===== src/rtl/countdown_seconds_timer.sv =====
// countdown_seconds_timer: BCD seconds countdown gated by a 1 Hz tick, with warning and time-up flags
module countdown_seconds_timer #(
  parameter int START_SECS = 60,
  parameter int WARN_SECS  = 10
) (
  input  logic       clk,
  input  logic       rst,
  input  logic       load,
  input  logic       start,
  input  logic       pause,
  input  logic       oneSecTimeout,
  output logic       timerEnable,
  output logic [3:0] secTens,
  output logic [3:0] secOnes,
  output logic       warning,
  output logic       timeUp,
  output logic       expired
);
  typedef enum logic [1:0] {IDLE, RUN, PAUSED, EXPIRED} state_t;
  localparam logic [3:0] START_TENS = 4'(START_SECS / 10);
  localparam logic [3:0] START_ONES = 4'(START_SECS % 10);
  state_t     state, state_n;
  logic [3:0] tens_n, ones_n;
  logic       time_up_n, is_zero, is_one;
  logic [6:0] count;
  assign is_zero     = secTens == 4'd0 && secOnes == 4'd0;
  assign is_one      = secTens == 4'd0 && secOnes == 4'd1;
  assign count       = 7'(secTens) * 7'd10 + 7'(secOnes);
  assign timerEnable = state == RUN;
  assign expired     = state == EXPIRED;
  assign warning     = (state == RUN || state == PAUSED) && !is_zero && count <= 7'(WARN_SECS);
  always_ff @(posedge clk) begin
    if (rst) begin
      state   <= IDLE;
      secTens <= START_TENS;
      secOnes <= START_ONES;
      timeUp  <= 1'b0;
    end else begin
      state   <= state_n;
      secTens <= tens_n;
      secOnes <= ones_n;
      timeUp  <= time_up_n;
    end
  end
  // pause outranks start in every state, so a simultaneous pair never starts the count
  always_comb begin
    state_n   = state;
    tens_n    = secTens;
    ones_n    = secOnes;
    time_up_n = 1'b0;
    if (load) begin
      state_n = IDLE;
      tens_n  = START_TENS;
      ones_n  = START_ONES;
    end else begin
      case (state)
        IDLE: begin
          if (start && !pause) begin
            state_n   = is_zero ? EXPIRED : RUN;
            time_up_n = is_zero;
          end
        end
        RUN: begin
          if (pause) begin
            state_n = PAUSED;
          end else if (oneSecTimeout && is_one) begin
            state_n   = EXPIRED;
            tens_n    = 4'd0;
            ones_n    = 4'd0;
            time_up_n = 1'b1;
          end else if (oneSecTimeout && !is_zero) begin
            ones_n = secOnes != 4'd0 ? secOnes - 4'd1 : 4'd9;
            tens_n = secOnes != 4'd0 ? secTens : secTens - 4'd1;
          end
        end
        PAUSED:  state_n = start && !pause ? RUN : PAUSED;
        EXPIRED: state_n = EXPIRED;
      endcase
    end
  end
endmodule


===== config.mk =====
export PLATFORM = sky130hd
export DESIGN_NAME = countdown_seconds_timer
export DESIGN_NICKNAME = d
export VERILOG_FILES = /design/src/rtl/countdown_seconds_timer.sv
export SDC_FILE = /design/constraint.sdc
export NUM_CORES = 1
export LEC_CHECK = 0
export ABC_AREA = 1
export ABC_CLOCK_PERIOD_IN_PS = 2500
export CAP_MARGIN = 20
export CORE_MARGIN = 8
export CORE_UTILIZATION = 35
export CTS_CLUSTER_DIAMETER = 100
export DETAILED_ROUTE_END_ITERATION = 10
export PLACE_DENSITY = 0.66
export SYNTH_ARGS = -nofsm -noshare
export SYNTH_HDL_FRONTEND = slang
export SYNTH_SLANG_ARGS = --single-unit

===== constraint.sdc =====
create_clock -name clk -period 2.5 [get_ports clk]
set_input_delay 0.375 -clock clk [delete_from_list [all_inputs] [get_ports clk]]
set_output_delay 0.375 -clock clk [all_outputs]
set_load 0.1 [all_outputs]

==> flow_metrics.env, run 1 <==
export IMPL_end_kind="primary output"
export IMPL_crit_path_start_kind="register"
export IMPL_cts_buffers=3
export IMPL_criticalPathCategory="reg -> out"
export IMPL_clk_latency_ns=0.28
export IMPL_final_cells=196
export IMPL_drv_cap=0
export IMPL_fin_nets=185
export IMPL_grt_overflow=0
export IMPL_hold_start="secOnes[1]$_SDFFE_PP0P_"
export IMPL_cts_hold_buffers_added=0
export IMPL_vias=969
export IMPL_syn_nets=162
export IMPL_rsz0062_at_grt="true"
export IMPL_post_place_ws_ns=0.205
export IMPL_fmax_mhz=387
export IMPL_worstPathMaxFanout=3
export IMPL_cts_max_level=1
export IMPL_drt_pass1_iter_count=4
export IMPL_status="finished, violations left"
export IMPL_peakVddDrop_v=0.000304
export IMPL_violations="setup timing"
export IMPL_mostFrequentLayoutCells="nand2_1, inv_1, buf_4"
export IMPL_drive_gt1_share_pct=29.7
export IMPL_gp_congestion=0.803
export IMPL_slowest_stage="dfxtp_4"
export IMPL_synthCells=143
export IMPL_layout_min_cycle_time_ns=2.58
export IMPL_dp_hpwl_mm=1.83
export IMPL_drtIter0Drc=25
export IMPL_multi_input_comb_area_um2=704
export IMPL_fillers=288
export IMPL_tightest_slew_ns=0.636
export IMPL_avgSynthCellArea_um2=6.79
export IMPL_hold_violations=0
export IMPL_ys_warn_count=0
export IMPL_grt_max_degree=12
export IMPL_route_final_wire_length_mm=2.36
export IMPL_leakage_nw=0.568
export IMPL_rr_worst_depth=10
export IMPL_max_stage_delay_ns=0.36
export IMPL_dieArea_um2=4720
export IMPL_worstPathArrival_ns=2.21
export IMPL_pwr_density_cell_nw_per_um2=294
export IMPL_ant_nets=0
export IMPL_vias_per_cell=4.94
export IMPL_r2r_start="state[1]$_SDFFE_PP0P_"
export IMPL_die_w_um=68.7
export IMPL_crit_buf_inv=2
export IMPL_grt_pass1_wl_mm=4.06
export IMPL_ys_types=25
export IMPL_path_clk_slew_ns=0.08
export IMPL_grt_pass1_vias=980
export IMPL_hold_depth=2
export IMPL_syn_area_um2=971
export IMPL_clock_sinks=11
export IMPL_worst_path_stages=10
export IMPL_hold_end="secOnes[1]$_SDFFE_PP0P_"
export IMPL_seq_area_um2=241
export IMPL_fp_dieH_um=68.7
export IMPL_holdWs_ns=0.531
export IMPL_dp_cells=190
export IMPL_grtUsageTotal_pct=11.4
export IMPL_setup_tns_ns=-0.0813
export IMPL_seq_area_frac_synth_pct=22.7
export IMPL_cp_required_ns=2.12
export IMPL_drv_slew=0
export IMPL_setup_viol=1
export IMPL_initial_core_util_pct=36.1
export IMPL_worstPathCellList="ha_4, ha_4, inv_2, fa_2, xor2_2, a21oi_1, nor2_1, nand2_2, nor2_4, buf_12"
export IMPL_fin_skew_ns=0.00676
export IMPL_syn_to_final_growth_pct=31.2
export IMPL_root_buffer="clkbuf_4"
export IMPL_drt_wirelength_per_cell_um=12.0
export IMPL_cp_common_cell="ha_4"
export IMPL_drc=0
export IMPL_r2r_end="secTens[0]$_SDFFE_PP0P_"
export IMPL_placement_rows=19
export IMPL_io_buffer_count=17
export IMPL_final_util_pct=47.4
export IMPL_antenna_found_initial=0
export IMPL_cts_tree="done"
export IMPL_pin_count=18
export IMPL_num_antenna_cells=0
export IMPL_relSlewSlack_pct=57.4
export IMPL_crit_family="adder cells"
export IMPL_r2r_setup_slack_ns=0.76
export IMPL_core_area_um2=2690
export IMPL_period_share_pct=103
export IMPL_synth_seq_cells=11
export IMPL_fin_ws_ns=-0.0813
export IMPL_worstHoldPathType="reg -> reg"
export IMPL_clockBufferDepth=2
export IMPL_layout_commonest_cell="nand2_1"
## report_power, final
group	internal (mW)	leakage, nW	switching [mW]
combinational	0.0245	0.461	0.0449
clock	0.0619	0.0150	0.0669
sequential	0.173	0.0921	0.00298
total	0.259	0.568	0.115
## cell usage after synthesis (all sizes together)
cell     n  share of area [%]
a21o     1               0.77
a21oi    9                4.6
a31o     1               0.90
buf      1                1.2
clkinv   1               0.90
dfxtp   11                 23
fa       2                4.1
ha      11                 14
inv     23                8.9
nand2   41                 17
nand3   10                5.7
nand4    4                2.6
nor2    18                9.3
nor3     2                1.0
o21ai    3                1.5
or2      1               0.64
xnor2    1               0.90
xor2     3                2.7
## metal layers
layer	global-route usage (%)	part of all wire (%)
met5	0	0
met4	7.42	2.5
met3	2.42	4.2
met2	20.0	49
met1	12.1	44
## worst max path at each step
stage | start | endpoint | slack, ns
2_1_floorplan | secTens[1]$_SDFFE_PP1P_ | warning | -0.06
3_3_place_gp | secTens[1]$_SDFFE_PP1P_ | warning | 0.26
3_5_place_dp | secTens[1]$_SDFFE_PP1P_ | warning | 0.21
4_1_cts | secTens[3]$_SDFFE_PP0P_ | warning | -0.08
5_1_grt | secTens[3]$_SDFFE_PP0P_ | warning | -0.18
6_report | secTens[3]$_SDFFE_PP0P_ | warning | -0.08
## cell families (layout without fill, tap and decap cells)
| family | Yosys count | count (layout) | synth area share (%) |
|---|---|---|---|
| xor gates and xnor gates | 4 | 4 | 3.61 |
| AOI/OAI and AO/OA | 14 | 14 | 7.86 |
| DFF | 11 | 11 | 22.7 |
| adders and majority gates | 13 | 13 | 18.3 |
| and+or+nand+nor | 76 | 76 | 36.6 |
| buffers and inverters | 25 | 47 | 11.0 |
## layout make-up
class                   instances  area share, %
clock buffers                   4           2.06
inverters                      24           7.47
multi-input cells             107           55.3
flip-flops and latches         11           19.0
well taps                      31           3.05
repair buffers                 19           13.2
## registers in the layout, summed over array words and instances, names as in the netlist
register  flops
secTens       4
timeUp        1
secOnes       4
state         2
## what timing repair did
item | CTS | global route
endpoints found under the setup margin | 1 | 1
pin swaps | 2 | 3
buffers inserted | 2 | 0
resized for setup | 0 | 5
## worst reg2reg max path, cell delays in order, from the launching register on
cell     delay [ns]
dfxtp_1        0.34
inv_1          0.09
ha_1           0.24
inv_2          0.05
nor2_2         0.14
nand2_1        0.13
nor2_4         0.32
nand2_2        0.14
nand2_1        0.08
nand2_1        0.05
nor2_1         0.11
## stage by stage
step / total power, mW / area, um2
after floorplan: 0.228 / 1040
after global placement: 0.246 / 1220
after detailed placement: 0.248 / 1220
after CTS: 0.373 / 1260
after global routing: 0.398 / 1270
final: 0.374 / 1270
No activity file was read; power rests on OpenSTA's default activity.
==> inputs of run 2 (changes only) <==
--- a/config.mk
+++ b/config.mk
@@ -8,6 +8,7 @@
 export ABC_AREA = 1
 export ABC_CLOCK_PERIOD_IN_PS = 2500
 export CAP_MARGIN = 20
+export CORE_ASPECT_RATIO = 0.75
 export CORE_MARGIN = 8
 export CORE_UTILIZATION = 35
 export CTS_CLUSTER_DIAMETER = 100
==> run 2 against run 1 <==
  * The flow still finishes with violations (setup timing)
  * Cell count grew 2.6%
  * Count of clock-buffer cells in the layout unchanged
  * Core utilization increased by 1.6 points
  * Sequential share of layout area decreased by 0.18 points
  * First-iteration DRC count rose by 40%
  * Flip-flop and latch count unchanged
  * Clock skew shrank 0.0027 ns
  * Register-to-register slack improved by 0.04 ns
  * Fmax rose by 3.0%
==> flow_metrics.env, run 2 (synthesis results as in run 1) <==
export IMPL_drc=0
export IMPL_syn_to_final_growth_pct=32.5
export IMPL_rsz0062_at_grt="true"
export IMPL_antenna_found_initial=0
export IMPL_grt_max_degree=12
export IMPL_drtIter0Drc=35
export IMPL_mostFrequentLayoutCells="nand2_1, inv_1, buf_4"
export IMPL_grt_pass1_wl_mm=4.13
export IMPL_post_place_ws_ns=0.203
export IMPL_vias=913
export IMPL_max_stage_delay_ns=0.35
export IMPL_num_antenna_cells=0
export IMPL_end_kind="primary output"
export IMPL_dp_hpwl_mm=1.85
export IMPL_violations="setup timing"
export IMPL_leakage_nw=0.580
export IMPL_cts_hold_buffers_added=0
export IMPL_crit_path_start_kind="register"
export IMPL_drt_wirelength_per_cell_um=11.2
export IMPL_cp_required_ns=2.12
export IMPL_die_w_um=76.8
export IMPL_placement_rows=16
export IMPL_fp_dieH_um=61.6
export IMPL_fin_nets=185
export IMPL_io_buffer_count=17
export IMPL_switchingPower_mw=0.113
export IMPL_route_final_wire_length_mm=2.25
export IMPL_gp_congestion=0.864
export IMPL_tightest_slew_ns=0.615
export IMPL_slowest_stage="dfxtp_4"
export IMPL_fillers=283
export IMPL_layout_min_cycle_time_ns=2.51
export IMPL_setup_tns_ns=-0.00501
export IMPL_vias_per_cell=4.54
export IMPL_worstPathArrival_ns=2.13
export IMPL_setup_viol=1
export IMPL_period_share_pct=100
export IMPL_clk_latency_ns=0.24
export IMPL_criticalPathCategory="reg -> out"
export IMPL_cts_max_level=1
export IMPL_peakVddDrop_v=0.000224
export IMPL_drv_slew=0
export IMPL_root_buffer="clkbuf_8"
export IMPL_grtUsageTotal_pct=10.6
export IMPL_clock_sinks=11
export IMPL_p_total_mw=0.423
export IMPL_netSwitchingFraction_pct=26.8
export IMPL_drive_gt1_share_pct=28.5
export IMPL_fmax_mhz=399
export IMPL_cts_buffers=3
export IMPL_p_seq_share_pct=41.7
export IMPL_relSlewSlack_pct=58.8
export IMPL_drt_pass1_iter_count=4
export IMPL_layout_commonest_cell="nand2_1"
export IMPL_hold_violations=0
export IMPL_fin_ws_ns=-0.00501
export IMPL_pwr_density_cell_nw_per_um2=329
export IMPL_dieArea_um2=4730
export IMPL_cts_tree="done"
export IMPL_status="finished, violations left"
export IMPL_initial_core_util_pct=37.0
export IMPL_grt_overflow=0
export IMPL_internal_power_mw=0.309
export IMPL_core_area_um2=2620
export IMPL_comb_power_share_pct=16.1
export IMPL_fin_skew_ns=0.00406
export IMPL_reg_top3="secOnes: 4 flops, secTens: 4 flops, state: 2 flops"
export IMPL_ant_nets=0
export IMPL_path_clk_slew_ns=0.05
export IMPL_pin_count=18
export IMPL_worstPathMaxFanout=3
export IMPL_drv_cap=0
export IMPL_grt_pass1_vias=968
export IMPL_power_frac_clock_pct=42.2
export IMPL_clockBufferDepth=2
export IMPL_worstHoldPathType="reg -> reg"
export IMPL_worstPathCellList="ha_4, ha_1, inv_1, fa_2, xor2_2, a21oi_1, nor2_1, nand2_2, nor2_4, buf_12"
[run 2: cell count changes in the layout (fill, tap and decap cells not counted)]
cell / previous run / this run
inv_2: 4 / 3
inv_1: 19 / 20
ha_4: 3 / 2
clkbuf_8: 0 / 3
ha_1: 8 / 9
clkbuf_4: 3 / 0
[run 2: metrics by stage]
stage	utilization (%)	instance area (um2)	std cells	hold slack, ns
6_report	49.0	1290	201	0.519
5_1_grt	49.0	1290	201	0.557
4_1_cts	49.0	1280	201	0.526
3_5_place_dp	46.7	1220	195	0.517
3_3_place_gp	46.7	1220	195	0.515
2_1_floorplan	-	1040	143	0.497
[run 2: layout make-up]
cell class	instances	area (um2)	area share, %
timing repair buffer	19	168	13.0
tap	36	45.0	3.50
clock buffer	4	45.0	3.50
sequential	11	241	18.8
multi-input combinational	107	692	53.8
inverter	24	95.1	7.39
[run 2: final timing paths]
kind,end,from,cells after the start,slack (ns)
worst max-delay path,warning,secTens[1]$_SDFFE_PP1P_,10,-0.005
worst min-delay path,secOnes[1]$_SDFFE_PP0P_,secOnes[1]$_SDFFE_PP0P_,2,0.52
worst max register to register,secTens[0]$_SDFFE_PP0P_,secTens[1]$_SDFFE_PP1P_,10,0.80
worst min register to register,secOnes[1]$_SDFFE_PP0P_,secOnes[1]$_SDFFE_PP0P_,2,0.52
[run 2: power groups by stage]
stage	combinational (mW)	sequential (mW)	clock (mW)
global placement	0.0660	0.180	0
floorplan	0.0439	0.185	0
detailed placement	0.0673	0.180	0
CTS	0.0681	0.176	0.188
finish	0.0678	0.176	0.178
global route	0.0750	0.176	0.200
[run 2: per-layer routing]
metal	global-route usage [%]	part of all wire [%]	up-vias	routed length [um]
li1	-	-	494	-
met1	13.1	52	403	1170
met2	18.0	43	16	963
met3	4.23	5.3	0	119
met4	0.817	0	0	0
met5	0	0	-	0
[run 2: timing repair]
action / in CTS / in global routing
setup buffers: 2 / 0
endpoints found under the hold margin: 0 / 0
setup endpoints to repair: 1 / 1
resized for setup: 1 / 1
[run 2: worst max-delay path: cells and delay by family, from the launching register on]
kind | cells | cell delay [ns]
adder cells (fa/ha/maj) | 3 | 0.73
buffers and inverters | 2 | 0.23
AO/OA/AOI/OAI | 1 | 0.09
AND/OR/NAND/NOR | 3 | 0.31
XOR/XNOR | 1 | 0.18
flip-flops | 1 | 0.35
